[src/rtl/exe_div_unit_if.sv]
// Interface bundling the divider's RF-side request, pipeline control and
// writeback result signals. The divider connects through the slave modport.
// The master modport is the RF/pipeline side that drives requests.
interface exe_div_unit_if #(
    parameter int WIDTH = 32
);
    logic             flush;
    logic             stall_in;
    logic             in_en;
    logic [1:0]       in_op;
    logic [4:0]       in_rd;
    logic [WIDTH-1:0] in_src0;
    logic [WIDTH-1:0] in_src1;
    logic             stall_out;
    logic             out_valid;
    logic             out_we;
    logic [4:0]       out_rd;
    logic [WIDTH-1:0] out_data;

    modport master (
        output flush, stall_in, in_en, in_op, in_rd, in_src0, in_src1,
        input  stall_out, out_valid, out_we, out_rd, out_data
    );

    modport slave (
        input  flush, stall_in, in_en, in_op, in_rd, in_src0, in_src1,
        output stall_out, out_valid, out_we, out_rd, out_data
    );
endinterface

[src/rtl/exe_div_unit.sv]
// exe_div_unit: multi-cycle radix-2 restoring integer divider for the EXE stage.
// Divides operand magnitudes, then applies the sign fix-up when the result is
// registered. Holds the RF stage via stall_out while an operation is in flight.
// Optional feature: define DIV_EARLY_OUT_EN to finish in one cycle when the
// divisor is zero or |dividend| < |divisor|.
module exe_div_unit #(
    parameter int WIDTH = 32
) (
    input  logic          clk,
    input  logic          rstn,
    exe_div_unit_if.slave bus
);
    localparam int CW = $clog2(WIDTH);

    typedef enum logic [1:0] {
        S_IDLE = 2'd0,
        S_CALC = 2'd1,
        S_DONE = 2'd2
    } state_t;

    state_t           state_q, state_d;
    logic [CW-1:0]    cnt_q, cnt_d;
    logic [WIDTH-1:0] dvd_q, dvd_d;       // dividend magnitude, quotient shifts in at LSB
    logic [WIDTH-1:0] dvs_q, dvs_d;       // divisor magnitude
    logic [WIDTH:0]   rem_q, rem_d;       // partial remainder
    logic             neg_quo_q, neg_quo_d;
    logic             neg_rem_q, neg_rem_d;
    logic             rem_sel_q, rem_sel_d;
    logic [4:0]       rd_q, rd_d;
    logic [4:0]       out_rd_q, out_rd_d;
    logic [WIDTH-1:0] out_data_q, out_data_d;

    // Operand signs and magnitudes; unsigned ops treat the raw value as magnitude.
    logic             sgn0, sgn1;
    logic [WIDTH-1:0] mag0, mag1;
    assign sgn0 = !bus.in_op[1] && bus.in_src0[WIDTH-1];
    assign sgn1 = !bus.in_op[1] && bus.in_src1[WIDTH-1];
    assign mag0 = sgn0 ? -bus.in_src0 : bus.in_src0;
    assign mag1 = sgn1 ? -bus.in_src1 : bus.in_src1;

    // One restoring iteration. A set top bit in the stored remainder would mean
    // the shifted value already exceeds any divisor, so it forces a subtract.
    logic [WIDTH:0]   rem_sh, rem_step;
    logic [WIDTH-1:0] dvd_step;
    logic             ge;
    logic [WIDTH-1:0] quo_fix, rem_fix, result;
    assign rem_sh   = {rem_q[WIDTH-1:0], dvd_q[WIDTH-1]};
    assign ge       = rem_q[WIDTH] || (rem_sh >= {1'b0, dvs_q});
    assign rem_step = ge ? (rem_sh - {1'b0, dvs_q}) : rem_sh;
    assign dvd_step = {dvd_q[WIDTH-2:0], ge};
    assign quo_fix  = neg_quo_q ? -dvd_step : dvd_step;
    assign rem_fix  = neg_rem_q ? -rem_step[WIDTH-1:0] : rem_step[WIDTH-1:0];
    assign result   = rem_sel_q ? rem_fix : quo_fix;

    // Next-state and datapath update; flush overrides everything and leaves
    // the visible result untouched.
    always_comb begin
        state_d    = state_q;
        cnt_d      = cnt_q;
        dvd_d      = dvd_q;
        dvs_d      = dvs_q;
        rem_d      = rem_q;
        neg_quo_d  = neg_quo_q;
        neg_rem_d  = neg_rem_q;
        rem_sel_d  = rem_sel_q;
        rd_d       = rd_q;
        out_rd_d   = out_rd_q;
        out_data_d = out_data_q;
        case (state_q)
            S_IDLE: begin
                if (bus.in_en) begin
                    dvd_d     = mag0;
                    dvs_d     = mag1;
                    rem_d     = '0;
                    cnt_d     = CW'(WIDTH - 1);
                    // Divide-by-zero keeps the all-ones quotient regardless of sign.
                    neg_quo_d = (sgn0 ^ sgn1) && (bus.in_src1 != '0);
                    neg_rem_d = sgn0;
                    rem_sel_d = bus.in_op[0];
                    rd_d      = bus.in_rd;
                    state_d   = S_CALC;
`ifdef DIV_EARLY_OUT_EN
                    if (bus.in_src1 == '0) begin
                        state_d    = S_DONE;
                        out_data_d = bus.in_op[0] ? bus.in_src0 : '1;
                        out_rd_d   = bus.in_rd;
                    end else if (mag0 < mag1) begin
                        state_d    = S_DONE;
                        out_data_d = bus.in_op[0] ? bus.in_src0 : '0;
                        out_rd_d   = bus.in_rd;
                    end
`endif
                end
            end
            S_CALC: begin
                dvd_d = dvd_step;
                rem_d = rem_step;
                if (cnt_q == '0) begin
                    state_d    = S_DONE;
                    out_data_d = result;
                    out_rd_d   = rd_q;
                end else begin
                    cnt_d = cnt_q - 1'b1;
                end
            end
            S_DONE: begin
                if (!bus.stall_in) begin
                    state_d = S_IDLE;
                end
            end
            default: state_d = S_IDLE;
        endcase
        if (bus.flush) begin
            state_d    = S_IDLE;
            out_rd_d   = out_rd_q;
            out_data_d = out_data_q;
        end
    end

    // FSM state register.
    always_ff @(posedge clk or negedge rstn) begin
        if (!rstn) begin
            state_q <= S_IDLE;
        end else begin
            state_q <= state_d;
        end
    end

    // Datapath and result registers.
    always_ff @(posedge clk or negedge rstn) begin
        if (!rstn) begin
            cnt_q      <= '0;
            dvd_q      <= '0;
            dvs_q      <= '0;
            rem_q      <= '0;
            neg_quo_q  <= 1'b0;
            neg_rem_q  <= 1'b0;
            rem_sel_q  <= 1'b0;
            rd_q       <= '0;
            out_rd_q   <= '0;
            out_data_q <= '0;
        end else begin
            cnt_q      <= cnt_d;
            dvd_q      <= dvd_d;
            dvs_q      <= dvs_d;
            rem_q      <= rem_d;
            neg_quo_q  <= neg_quo_d;
            neg_rem_q  <= neg_rem_d;
            rem_sel_q  <= rem_sel_d;
            rd_q       <= rd_d;
            out_rd_q   <= out_rd_d;
            out_data_q <= out_data_d;
        end
    end

    // stall_out drops in a non-stalled DONE cycle so the RF register advances
    // on the same edge that returns the FSM to IDLE.
    assign bus.stall_out = !bus.flush && (((state_q == S_IDLE) && bus.in_en) ||
                                          (state_q == S_CALC) ||
                                          ((state_q == S_DONE) && bus.stall_in));
    assign bus.out_valid = (state_q == S_DONE);
    assign bus.out_we    = (state_q == S_DONE) && (out_rd_q != '0);
    assign bus.out_rd    = out_rd_q;
    assign bus.out_data  = out_data_q;
endmodule
[src/flat_wrapper.sv]
// flat-port wrapper written by rule: the top's interface ports become plain ports
module exe_div_unit_flat 
#(
    parameter int WIDTH = 32
)
  (clk, rstn, bus_flush, bus_stall_in, bus_in_en, bus_in_op, bus_in_rd, bus_in_src0, bus_in_src1, bus_stall_out, bus_out_valid, bus_out_we, bus_out_rd, bus_out_data);
  exe_div_unit_if #(.WIDTH(WIDTH)) bus_i ();
  input  logic clk;
  input  logic rstn;
  input wire logic [$bits(bus_i.flush)-1:0] bus_flush;
  input wire logic [$bits(bus_i.stall_in)-1:0] bus_stall_in;
  input wire logic [$bits(bus_i.in_en)-1:0] bus_in_en;
  input wire logic [$bits(bus_i.in_op)-1:0] bus_in_op;
  input wire logic [$bits(bus_i.in_rd)-1:0] bus_in_rd;
  input wire logic [$bits(bus_i.in_src0)-1:0] bus_in_src0;
  input wire logic [$bits(bus_i.in_src1)-1:0] bus_in_src1;
  output wire logic [$bits(bus_i.stall_out)-1:0] bus_stall_out;
  output wire logic [$bits(bus_i.out_valid)-1:0] bus_out_valid;
  output wire logic [$bits(bus_i.out_we)-1:0] bus_out_we;
  output wire logic [$bits(bus_i.out_rd)-1:0] bus_out_rd;
  output wire logic [$bits(bus_i.out_data)-1:0] bus_out_data;
  assign bus_i.flush = bus_flush;
  assign bus_i.stall_in = bus_stall_in;
  assign bus_i.in_en = bus_in_en;
  assign bus_i.in_op = bus_in_op;
  assign bus_i.in_rd = bus_in_rd;
  assign bus_i.in_src0 = bus_in_src0;
  assign bus_i.in_src1 = bus_in_src1;
  assign bus_stall_out = bus_i.stall_out;
  assign bus_out_valid = bus_i.out_valid;
  assign bus_out_we = bus_i.out_we;
  assign bus_out_rd = bus_i.out_rd;
  assign bus_out_data = bus_i.out_data;
  exe_div_unit #(.WIDTH(WIDTH)) u_core (.clk(clk), .rstn(rstn), .bus(bus_i));
endmodule
[config.mk]
export PLATFORM = sky130hd
export DESIGN_NAME = exe_div_unit_flat
export DESIGN_NICKNAME = d
export VERILOG_FILES = /design/src/rtl/exe_div_unit_if.sv /design/src/rtl/exe_div_unit.sv /design/src/flat_wrapper.sv
export SDC_FILE = /design/constraint.sdc
export NUM_CORES = 1
export LEC_CHECK = 0
export BUFFER_PORTS_ARGS = -buffer_cell sky130_fd_sc_hd__buf_2
export CORE_ASPECT_RATIO = 0.7
export CORE_MARGIN = 10
export CORE_UTILIZATION = 50
export CTS_CLUSTER_DIAMETER = 200
export CTS_CLUSTER_SIZE = 24
export DETAILED_ROUTE_END_ITERATION = 10
export PLACE_DENSITY = 0.69
export SLEW_MARGIN = 20
export SYNTH_ARGS = -nofsm -noshare
export SYNTH_HDL_FRONTEND = slang
export SYNTH_SLANG_ARGS = --single-unit
[constraint.sdc]
create_clock -name clk -period 8.85 [get_ports clk]
set_input_delay 1.77 -clock clk [delete_from_list [all_inputs] [get_ports clk]]
set_output_delay 1.77 -clock clk [all_outputs]
set_load 0.01 [all_outputs]
# --- Word level (Yosys, flattened, before mapping) ---
# Cells that the tools add are included.
word_totals:
  mem_bits_rw: 0
  mem_count: 0
  out_inout_bits: 40
  latchBits: 0
  ff_bits: 149
  wordCells: 67
  romBits: 0
  in_bits: 76
classes:
  shifts: 0
  addsub: 6
  multipliers: 0
  n_reduce_logical: 22
  div_mod_pow: 0
  eq_ne: 7
  n_bitwise: 2
  magnitude_cmp: 1
  n_mux: 18
op_table:
  columns: ["op", "n"]
  rows:
  - ["2-to-1 mux 32 bit", 6]
  - ["negation 32 bit", 4]
  - ["2-to-1 mux 33 bit", 2]
  - ["case mux 33 bit (2 select lines)", 1]
  - ["case mux 32 bit (2 select lines)", 1]
  - ["greater-or-equal comparator 33 x 32 -> 1 bit", 1]
  - ["subtractor 33 x 32 -> 33 bit", 1]
  - ["nonzero test 32 bit", 1]
  - ["2-to-1 mux 5 bit", 2]
  - ["case mux 5 bit (2 select lines)", 1]
  - ["AND reduction 3 bit", 3]
  - ["2-to-1 mux 2 bit", 4]
  - ["logical AND 1 bit", 7]
  - ["!= test 3 bit (second input constant)", 2]
  - ["case mux 2 bit (3 select lines)", 1]
  - ["zero test 5 bit", 1]
  - ["nonzero test 5 bit", 1]
  - ["subtractor 5 x 1 -> 5 bit (second input constant)", 1]
  - ["!= test 2 bit (second input constant)", 2]
  - ["AND reduction 2 bit", 2]
  - ["logical OR 1 bit", 3]
  - ["!= test 3 x 2 -> 1 bit (second input constant)", 1]
  - ["equality test 2 x 1 -> 1 bit (second input constant)", 1]
  - ["equality test 2 bit (second input constant)", 1]
  - ["5 further kinds", 6]

# --- Depth between registers and ports, before layout ---
# Gate-level depths: netlist of the first run.
logic_depth:
  depth_word: 6
  depth_mapped: 22
  mapped_depth_nobuf: 17

# --- Worst setup path before layout of the first run ---
# No wires, ideal clock.
synth_timing:
  path_type: "register to register"
  start: "reg u_core.rem_q[19]"
  end: "reg u_core.out_data_q[28] (netlist: u_core.bus.out_data[28])"
  n_path_buf: 4
  setup_slack_ns: 4.099
  setup_ns: 0.127
  arrival_ns: 4.624
  stages_incl_launch_ff: 21
  required_time_ns: 8.723
  synth_period_minus_slack_ns: 4.751
  cell_sequence: "dfrtp_1 > ha_1 > buf_2 > a21oi_1 > o21ai_1 > a22o_1 > a211oi_2 > nand2_8 > inv_6 > buf_2 > buf_2 > buf_1 > ha_1 > nand4_1 > or4_1 > or4_1 > o31ai_1 > xor2_1 > nor3_1 > a21oi_1 > o21ai_1"
synth_via:
  elab_chain_cells: 6
  word_cells_on_any_way: 9
  classes_between: "3 x add/sub; 1 x order compare; 4 x mux; 1 x reduce/logical"
synth_rtl:
  columns: ["item", "line", "source"]
  rows:
  - ["start: declaration", "exe_div_unit.sv:25", "logic [WIDTH:0] rem_q, rem_d;"]
  - ["start signal: assignment", "exe_div_unit.sv:146", "rem_q <= rem_d;"]
  - ["greater-or-equal comparator 33 x 32 -> 1 bit", "exe_div_unit.sv:48", "assign ge = rem_q[WIDTH] || (rem_sh >= {1'b0, dvs_q});"]
  - ["logical OR 1 bit", "exe_div_unit.sv:48", null]
  - ["2-to-1 mux 33 bit", "exe_div_unit.sv:49", "assign rem_step = ge ? (rem_sh - {1'b0, dvs_q}) : rem_sh;"]
  - ["negation 32 bit", "exe_div_unit.sv:52", "assign rem_fix = neg_rem_q ? -rem_step[WIDTH-1:0] : rem_step[WIDTH-1:0];"]
  - ["2-to-1 mux 32 bit", "exe_div_unit.sv:52", null]
  - ["2-to-1 mux 32 bit (*)", "exe_div_unit.sv:53", "assign result = rem_sel_q ? rem_fix : quo_fix;"]
  - ["end signal: assignment", "exe_div_unit.sv:152", "out_data_q <= out_data_d;"]
  - ["end: declaration", "exe_div_unit.sv:31", "logic [WIDTH-1:0] out_data_q, out_data_d;"]
# Every way passes the cells marked *; elsewhere a longest branch is shown, timed or not.
# A chain may end at the register's enable or synchronous reset.

# --- Final worst setup path of the first run ---
# Ends and elaborated chain as after synthesis.

==> impl_results.md, run 1 <==
- Post-CTS setup buffers: 0
- Routability congestion estimate from global placement: 0.959
- Via count: 11400
- First-pass GRT wire length: 58.8 mm
- CP required: 9.18 ns
- Initial antenna violation count: 1
- Die height: 148 µm
- Worst r2r path cells: 16
- Synth async-reset ratio: 1.00
- DR WL/cell: 19.6 µm
- Final hold viol count: 0
- Crit path max fanout: 45
- Overflow after GRT: 0
- YS warnings: 0
- Core area: 22900 µm²
- Maximum clock path buffer count: 2
- Vias per cell: 6.07
- Gate power share: 0.619
- Boundary Pins: 116
- Critical Path Start Type: flop
- Final Util: 0.573
- Max-slew violations: 0
- Sequential-to-total area share from yosys stat: 0.316
- Static leakage: 5.70 nW
- Post-Syn Area per Cell: 7.88 µm²
- CTS Hold Buffers Added: 0
- Commonest non-fill, non-tap cell in the layout: nand2_1
- Cell Pwr Density: 350 nW/µm²
- Final Cycle Share: 0.607
- Sequential share of power: 0.213
- Netlist Area Pre-Place: 11800 µm²
- Buffers on Ports: 115
- Crit Reg-Reg Endpoint: u_core.bus.out_data[28]$_DFFE_PN0P_
- RSZ-0062 raised after global routing: false
- Root Driver: clkbuf_16
- CTS Buf Count: 17
- CP Class: flop to flop
- Total Wirelength: 36.7 mm
- Pint: 0.00226 W
- Vias in the first global route: 10500
- #FFs+latches synth: 149
- F_max: 0.186 GHz
- CP Capture Type: flop
- Post-synth cell types: 82
- FF-to-FF Start: u_core.rem_q[19]$_DFFE_PN0P_
- Worst slew pin tran: 1.06 ns
- Worst reg2reg setup slack: 3.47 ns
- Hold Path Class: flop to flop
- Clock sinks: 149
- Iter 0 DRT Violations: 1273
- Max-cap violations: 0
- Starting density of the core: 0.515
- Area Overhead vs Synth: 11.3%
- Number of synthesized flops with an enable pin: 0
- Outcome: finished, final reports clean
- Setup TNS Final: 0 ns
- Switching power: 0.00232 W
- Switch share: 0.507
- WHS: 0.474 ns
- Commonest cells after routing, fill and taps aside: nand2_1, o21ai_0, dfrtp_1
- Standard-cell row count: 46
- Worst-Skew Late Latency: 0.45 ns
- Pre-antenna DRT Iters: 5
- Fin crit period: 5.38 ns
- # nets final: 1670
- Post-CTS resize count: 0
- WHS Endpoint: u_core.rd_q[3]$_DFFE_PN0P_
- Clk_skew: 0.0107 ns
- Hold Path Origin: u_core.rd_q[3]$_DFFE_PN0P_
- Drt drc: 0
- Die area: 30200 µm²
- CTS tree: yes
- GRT Overall Usage: 0.242
- Clock power share: 0.168
- Worst slew margin: 0.294
- Post-route ant nets: 0
- Syn_nets: 1610
- Clock-pin slew on the worst setup and hold paths: 0.07 ns
- CP arrival: 5.70 ns
- WHS Path Cells: 2
- Peak VDD IR: 0.202 mV
- Setup Viol. Count Final: 0
- ANT cells: 0
- Largest net degree at the start of global routing: 107
- Post-DP HPWL: 28.1 mm
- CTS H-tree lvls: 4
- Die width: 204 µm
- Fraction of final layout cells sized beyond drive strength 1: 0.124
- Post-Synthesis Cells: 1495
- Ys flop type: dfrtp_1
- Overall power: 0.00459 W
## cell usage after synthesis (all sizes together), types with 33 or more instances
master  instances  area (µm²)
nand2         220         842
o21ai         197         993
dfrtp         149        3730
a21oi          92         475
nor2           90         338
xnor2          71         622
xor2           71         622
clkbuf         66         249
inv            61         234
nand3          50         250
ha             38         475
nor3           38         190
a22oi          33         248
## stage by stage
stage	setup slack, ns	std cells	cell area [µm²]
after floorplan	4.10	1495	11800
after global placement	3.76	1848	12500
after detailed placement	3.58	1848	12500
after CTS	3.60	1879	13100
after global routing	3.06	1879	13100
final	3.47	1879	13100
## kinds of logic after synthesis
family	share of synthesized area
compound gates	0.243
simple gates	0.215
mux	0.0267
flops	0.316
xor+xnor	0.106
fa+ha+maj	0.0420
buf+inv	0.0514
## layer usage
metal	global-route usage	wire (µm)	up-vias
li1	-	-	5475
met1	0.356	17800	5455
met2	0.341	15200	448
met3	0.0645	3200	35
met4	0.0591	568	0
met5	0	0	-
## power groups by stage
| stage | clock [W] | combinational (W) | sequential, W |
|---|---|---|---|
| 3_3_place_gp | 0 | 0.00276 | 0.000980 |
| 6_report | 0.000772 | 0.00284 | 0.000977 |
| 4_1_cts | 0.000779 | 0.00279 | 0.000974 |
| 3_5_place_dp | 0 | 0.00277 | 0.000985 |
| 2_1_floorplan | 0 | 0.00213 | 0.000925 |
| 5_1_grt | 0.000809 | 0.00311 | 0.000995 |
## worst max-delay path: stages, from the launching register on
cell	delay (ns)
dfrtp_1	0.44
ha_1	0.47
a21oi_1	0.32
o21ai_1	0.20
a22o_1	0.25
a211oi_2	0.55
nand2_8	0.35
inv_6	0.39
ha_1	0.35
nand4_1	0.19
or4_1	0.50
or4_1	0.49
o31ai_1	0.27
xor2_1	0.20
nor3_1	0.06
a21oi_1	0.13
o21ai_1	0.07
## worst max path at each step
stage,start,end,slack [ns],cells after the start
after floorplan,u_core.rem_q[19]$_DFFE_PN0P_,u_core.bus.out_data[28]$_DFFE_PN0P_,4.10,20
after global placement,u_core.rem_q[19]$_DFFE_PN0P_,u_core.bus.out_data[28]$_DFFE_PN0P_,3.76,16
after detailed placement,u_core.rem_q[19]$_DFFE_PN0P_,u_core.bus.out_data[28]$_DFFE_PN0P_,3.58,16
after CTS,u_core.rem_q[19]$_DFFE_PN0P_,u_core.bus.out_data[28]$_DFFE_PN0P_,3.60,16
after global routing,u_core.rem_q[19]$_DFFE_PN0P_,u_core.bus.out_data[28]$_DFFE_PN0P_,3.06,16
final,u_core.rem_q[19]$_DFFE_PN0P_,u_core.bus.out_data[28]$_DFFE_PN0P_,3.47,16
## flip-flops by register name, summed over array words and instances (netlist names)
register and flops:
u_core.state_q 2, u_core.dvd_q 32, u_core.neg_rem_q 1, u_core.cnt_q 5, u_core.neg_quo_q 1, u_core.bus.out_rd 5, u_core.rd_q 5, u_core.bus.out_data 32
u_core.rem_sel_q 1, u_core.rem_q 33, u_core.dvs_q 32
## final cells by class
class | count | area [µm²]
clock inverter | 14 | 175
multi-input combinational | 1196 | 7470
inverter | 62 | 238
clock buffer | 17 | 425
sequential | 149 | 3730
tap | 312 | 390
fill | 2232 | 9790
timing repair buffer | 129 | 687
Note: power is estimated with default switching activity, not from simulation.
==> run 2: changes to the inputs <==
--- a/config.mk
+++ b/config.mk
@@ -12,7 +12,7 @@
 export CTS_CLUSTER_DIAMETER = 200
 export CTS_CLUSTER_SIZE = 24
 export DETAILED_ROUTE_END_ITERATION = 10
-export PLACE_DENSITY = 0.69
+export PLACE_DENSITY = 0.72
 export SLEW_MARGIN = 20
 export SYNTH_ARGS = -nofsm -noshare
 export SYNTH_HDL_FRONTEND = slang
==> constraint.sdc (replaced) <==
create_clock -name clk -period 4.3 [get_ports clk]
set_input_delay 0.86 -clock clk [delete_from_list [all_inputs] [get_ports clk]]
set_output_delay 0.86 -clock clk [all_outputs]
set_load 0.01 [all_outputs]
==> impl_results.md, run 2 (same netlist as run 1, synthesis figures left out) <==
- Total Wirelength: 38.3 mm
- Worst slew pin tran: 1.07 ns
- Fin crit period: 4.23 ns
- Post-placement cell count: 1919
- Buffers on Ports: 115
- Place WS: -0.0101 ns
- Area Overhead vs Synth: 19.0%
- F_max: 0.236 GHz
- Finished Layout Cells: 1959
- Setup Viol. Count Final: 0
- CP arrival: 4.60 ns
- Core area: 22900 µm²
- Vias per cell: 6.09
- Hold Path Class: input port to async pin
- Initial antenna violation count: 1
- ANT cells: 0
- Fraction of final layout cells sized beyond drive strength 1: 0.188
- Standard-cell row count: 46
- Fill count: 2161
- Critical Path Start Type: flop
- Critical path's slowest cell: a2111oi_4
- Placed cell areas: 13100 µm²
- Post-route ant nets: 0
- Overflow after GRT: 0
- CTS H-tree lvls: 4
- CP Class: flop to flop
- Worst path top cell family by delay: compound AO/OA/AOI/OAI gates
- DR WL/cell: 19.6 µm
- Final hold viol count: 0
- CP required: 4.67 ns
- CTS Buf Count: 17
- Commonest cells after routing, fill and taps aside: nand2_1, o21ai_0, dfrtp_1
- Via count: 11900
- Die width: 204 µm
- Critical path, cell by cell: inv_1 -> ha_1 -> inv_1 -> fa_2 -> a21o_1 -> a221o_1 -> a221oi_4 -> buf_4 -> o21bai_1 -> xor2_2 -> a2111oi_4 -> o2111ai_2 -> buf_4 -> o31ai_2 -> xor2_1 -> mux2i_1 -> o21ai_1
- Maximum clock path buffer count: 2
- First-pass GRT wire length: 61.3 mm
- Final Cycle Share: 0.984
- Setup ws final: 0.0695 ns
- Post-DP HPWL: 29.7 mm
- Multi-input logic area: 7730 µm²
- RSZ-0062 raised after global routing: true
- Clock sinks: 149
- Pre-antenna DRT Iters: 5
- Drt drc: 0
- Final Util: 0.612
- Biggest register: u_core.rem_q
- Worst-Skew Late Latency: 0.45 ns
- CTS Hold Buffers Added: 0
- Routability congestion estimate from global placement: 0.938
- Buf+Inv Stages, Crit Path: 4
- Commonest non-fill, non-tap cell in the layout: nand2_1
- # nets final: 1750
- Boundary Pins: 116
- Starting density of the core: 0.515
- Iter 0 DRT Violations: 1166
- Seq. cell area: 3730 µm²
- Root Driver: clkbuf_16
- Outcome: finished, final reports clean
- WHS: 0.438 ns
- Static leakage: 6.10 nW
- GRT Overall Usage: 0.250
- Max incr delay on CP: 0.47 ns
- CTS tree: yes
- Max-cap violations: 0
- Clk_skew: 0.0112 ns
- Final instance area: 14000 µm²
- Clock-pin slew on the worst setup and hold paths: 0.06 ns
- Vias in the first global route: 11300
- Cell Pwr Density: 750 nW/µm²
- Peak VDD IR: 0.508 mV
- Largest net degree at the start of global routing: 82
- Die height: 148 µm
- Die area: 30200 µm²
- Max reg flops: 33
- Worst slew margin: 0.278
- CP Capture Type: flop
- Crit path max fanout: 4
- Max-slew violations: 0
run 2: changes by cell type in the layout (fill, tap and decap cells not counted), moves of 3 or more:
| cell | change |
|---|---|
| ha_1 | -16 |
| ha_2 | +7 |
| buf_4 | +76 |
| dfrtp_1 | -3 |
| inv_6 | -4 |
| o31ai_1 | -4 |
| ha_4 | +9 |
| buf_12 | +4 |
| o31ai_2 | +3 |
| a21oi_1 | -5 |
| a21oi_2 | +3 |
| dfrtp_2 | +3 |
run 2: final timing paths:
check / slack [ns] / startpoint / cells after the start / end
worst max-delay path: 0.07 / u_core.dvd_q[31]$_DFFE_PN0P_ / 17 / u_core.bus.out_data[25]$_DFFE_PN0P_
worst min-delay path: 0.44 / rstn / 1 / u_core.bus.out_data[29]$_DFFE_PN0P_
max in group asynchronous: 2.97 / rstn / 2 / u_core.cnt_q[2]$_DFFE_PN0P_
min in group clk: 0.47 / u_core.rd_q[0]$_DFFE_PN0P_ / 2 / u_core.bus.out_rd[0]$_DFFE_PN0P_
worst min register to register: 0.47 / u_core.rd_q[0]$_DFFE_PN0P_ / 2 / u_core.bus.out_rd[0]$_DFFE_PN0P_
worst max register to register: 0.07 / u_core.dvd_q[31]$_DFFE_PN0P_ / 17 / u_core.bus.out_data[25]$_DFFE_PN0P_
run 2: final cells by class:
class | instances | area share
Clock buffer | 20 | 0.0318
Sequential cell | 149 | 0.266
Inverter | 62 | 0.0171
Tap cell | 312 | 0.0278
Multi-Input combinational cell | 1196 | 0.551
Clock inverter | 11 | 0.0108
Timing Repair Buffer | 209 | 0.0954
run 2: through the flow:
step                TNS (ns)  power [W]
global placement           0    0.00846
finish                     0     0.0105
global route          -0.143     0.0112
detailed placement   -0.0101    0.00851
floorplan                  0    0.00633
CTS                        0     0.0101
run 2: power breakdown:
group	leakage (nW)	internal [W]	switching [W]	total, W
Clock	0.279	0.000928	0.000643	0.00157
Sequential	1.85	0.00167	0.000344	0.00202
Combinational	3.97	0.00284	0.00409	0.00693
run 2: repair_timing:
item,in CTS,in global routing
endpoints found under the setup margin,2,14
gates resized for setup,1,49
pin swaps,0,13
setup buffers,0,9
run 2: per-layer routing:
metal / global-route usage / wire, µm
met3: 0.0566 / 2990
met5: 0 / 0
met4: 0.0707 / 706
met1: 0.367 / 18400
met2: 0.358 / 16200
==> run 3: changes to the inputs <==
--- a/config.mk
+++ b/config.mk
@@ -7,12 +7,12 @@
 export LEC_CHECK = 0
 export BUFFER_PORTS_ARGS = -buffer_cell sky130_fd_sc_hd__buf_2
 export CORE_ASPECT_RATIO = 0.7
-export CORE_MARGIN = 10
 export CORE_UTILIZATION = 50
 export CTS_CLUSTER_DIAMETER = 200
 export CTS_CLUSTER_SIZE = 24
 export DETAILED_ROUTE_END_ITERATION = 10
 export PLACE_DENSITY = 0.72
+export RECOVER_POWER = 50
 export SLEW_MARGIN = 20
 export SYNTH_ARGS = -nofsm -noshare
 export SYNTH_HDL_FRONTEND = slang
==> impl_results.md, run 3 (same netlist as run 1, synthesis figures left out) <==
- Outcome: complete, but fails checks
- Failing checks: max-capacitance violations, max-slew violations
- Critical path, cell by cell: ha_1 -> a21o_1 -> a221o_1 -> a221oi_4 -> buf_4 -> o2111a_1 -> a211oi_1 -> nor4_1 -> a31oi_1 -> nor2b_1 -> a41oi_1 -> xnor2_1 -> a2bb2oi_1
- Setup TNS Final: 0 ns
- Commonest non-fill, non-tap cell in the layout: nand2_1
- Post-route ant nets: 0
- Total Wirelength: 36.7 mm
- Biggest register: u_core.rem_q
- Cell Pwr Density: 749 nW/µm²
- CTS tree: yes
- Routability congestion estimate from global placement: 0.976
- Clock power share: 0.148
- CP required: 4.67 ns
- Gate power share: 0.658
- Worst-Skew Late Latency: 0.44 ns
- Crit path max fanout: 7
- DR WL/cell: 18.8 µm
- Vias in the first global route: 10800
- CP arrival: 4.49 ns
- Die width: 186 µm
- Final Util: 0.599
- WHS: 0.473 ns
- Static leakage: 5.99 nW
- Pint: 0.00521 W
- Commonest cells after routing, fill and taps aside: nand2_1, o21ai_0, dfrtp_1
- Iter 0 DRT Violations: 1097
- Buf+Inv Stages, Crit Path: 1
- Switch share: 0.494
- Placed cell areas: 13100 µm²
- Largest net degree at the start of global routing: 107
- Max incr delay on CP: 0.47 ns
- Fin crit period: 4.13 ns
- CTS Buf Count: 17
- ANT cells: 0
- Initial antenna violation count: 0
- Buffers on Ports: 115
- CTS H-tree lvls: 4
- CP Class: flop to flop
- F_max: 0.242 GHz
- Peak VDD IR: 0.432 mV
- CP Capture Type: flop
- Max reg flops: 33
- # nets final: 1739
- Core area: 22900 µm²
- First-pass GRT wire length: 58.4 mm
- RSZ-0062 raised after global routing: false
- Final Cycle Share: 0.959
- Max-cap violations: 1
- Worst slew pin tran: 2.36 ns
- Maximum clock path buffer count: 2
- Hold Path Class: flop to flop
- Clk_skew: 0.0114 ns
- Sequential share of power: 0.193
- Max-slew violations: 87
- Starting density of the core: 0.515
- Via count: 11700
- Drt drc: 0
- Root Driver: clkbuf_16
- Clock sinks: 149
- Die area: 24200 µm²
- Worst slew margin: -0.573
- Standard-cell row count: 46
- Pre-antenna DRT Iters: 6
- Switching power: 0.00507 W
- GRT Overall Usage: 0.314
- Critical Path Start Type: flop
- Boundary Pins: 116
- Fraction of final layout cells sized beyond drive strength 1: 0.159
- Area Overhead vs Synth: 16.5%
- Final instance area: 13700 µm²
- Clock-pin slew on the worst setup and hold paths: 0.07 ns
- Overflow after GRT: 0
- Setup Viol. Count Final: 0
- Vias per cell: 6.03
- Final hold viol count: 0
- Post-DP HPWL: 28.0 mm
- Die height: 130 µm
- Critical path's slowest cell: a221oi_4
- Worst path top cell family by delay: compound AO/OA/AOI/OAI gates
run 3: cell count changes in the layout (fill, tap and decap cells not counted), sizes merged:
cell      delta
clkinvlp     +1
inv          +1
buf         -31
clkinv       +2
clkbuf      +18
bufinv       -1
run 3: power groups by stage:
stage	registers, W	logic (W)	clock network, W
global route	0.00202	0.00730	0.00160
finish	0.00199	0.00677	0.00153
global placement	0.00199	0.00648	0
floorplan	0.00190	0.00443	0
detailed placement	0.00200	0.00654	0
CTS	0.00198	0.00659	0.00154
run 3: what timing repair did:
item | in CTS | in global routing
setup buffers | 0 | 1
gates resized for setup | 1 | 16
hold buffers | 0 | 0
endpoints found under the setup margin | 1 | 18
pin swaps | 0 | 5
run 3: worst reg2reg max path, cell delays in order, from the launching register on:
cell       delay (ns)
dfrtp_1          0.44
ha_1             0.44
a21o_1           0.30
a221o_1          0.46
a221oi_4         0.47
buf_4            0.21
o2111a_1         0.20
a211oi_1         0.07
nor4_1           0.33
a31oi_1          0.25
nor2b_1          0.32
a41oi_1          0.18
xnor2_1          0.22
a2bb2oi_1        0.16
run 3: final cells by class:
type / instances / area (µm²)
fillers: 2115 / 9180
clock inverters: 14 / 154
well taps: 312 / 390
multi-input cells: 1196 / 7550
inverters: 62 / 238
clock buffers: 18 / 429
repair buffers: 198 / 1240
flip-flops and latches: 149 / 3730
run 3: final timing paths:
| path | from | to | slack [ns] | depth (start not counted) |
|---|---|---|---|---|
| setup reg to reg | u_core.rem_q[3]$_DFFE_PN0P_ | u_core.bus.out_data[31]$_DFFE_PN0P_ | 0.17 | 13 |
| min in group asynchronous | rstn | u_core.dvd_q[25]$_DFFE_PN0P_ | 1.14 | 1 |
| max in group asynchronous | rstn | u_core.dvs_q[0]$_DFFE_PN0P_ | 1.78 | 1 |
| setup / recovery | u_core.rem_q[3]$_DFFE_PN0P_ | u_core.bus.out_data[31]$_DFFE_PN0P_ | 0.17 | 13 |
| hold reg to reg | u_core.rd_q[2]$_DFFE_PN0P_ | u_core.bus.out_rd[2]$_DFFE_PN0P_ | 0.47 | 2 |
| hold / removal | u_core.rd_q[2]$_DFFE_PN0P_ | u_core.bus.out_rd[2]$_DFFE_PN0P_ | 0.47 | 2 |
run 3: per-stage QoR:
stage	power, W	std cells	setup slack [ns]
4_1_cts	0.0101	1948	0.136
5_1_grt	0.0109	1949	0.00189
6_report	0.0103	1949	0.174
3_3_place_gp	0.00847	1916	0.217
3_5_place_dp	0.00854	1916	0.0548
2_1_floorplan	0.00633	1495	0.00341
run 3: per-layer routing:
metal / track usage / vias to the layer above / wire, µm
li1: - / 5637 / -
met2: 0.447 / 513 / 15100
met3: 0.0715 / 42 / 3180
met4: 0.0792 / 0 / 559
met1: 0.474 / 5553 / 17800
met5: 0 / - / 0
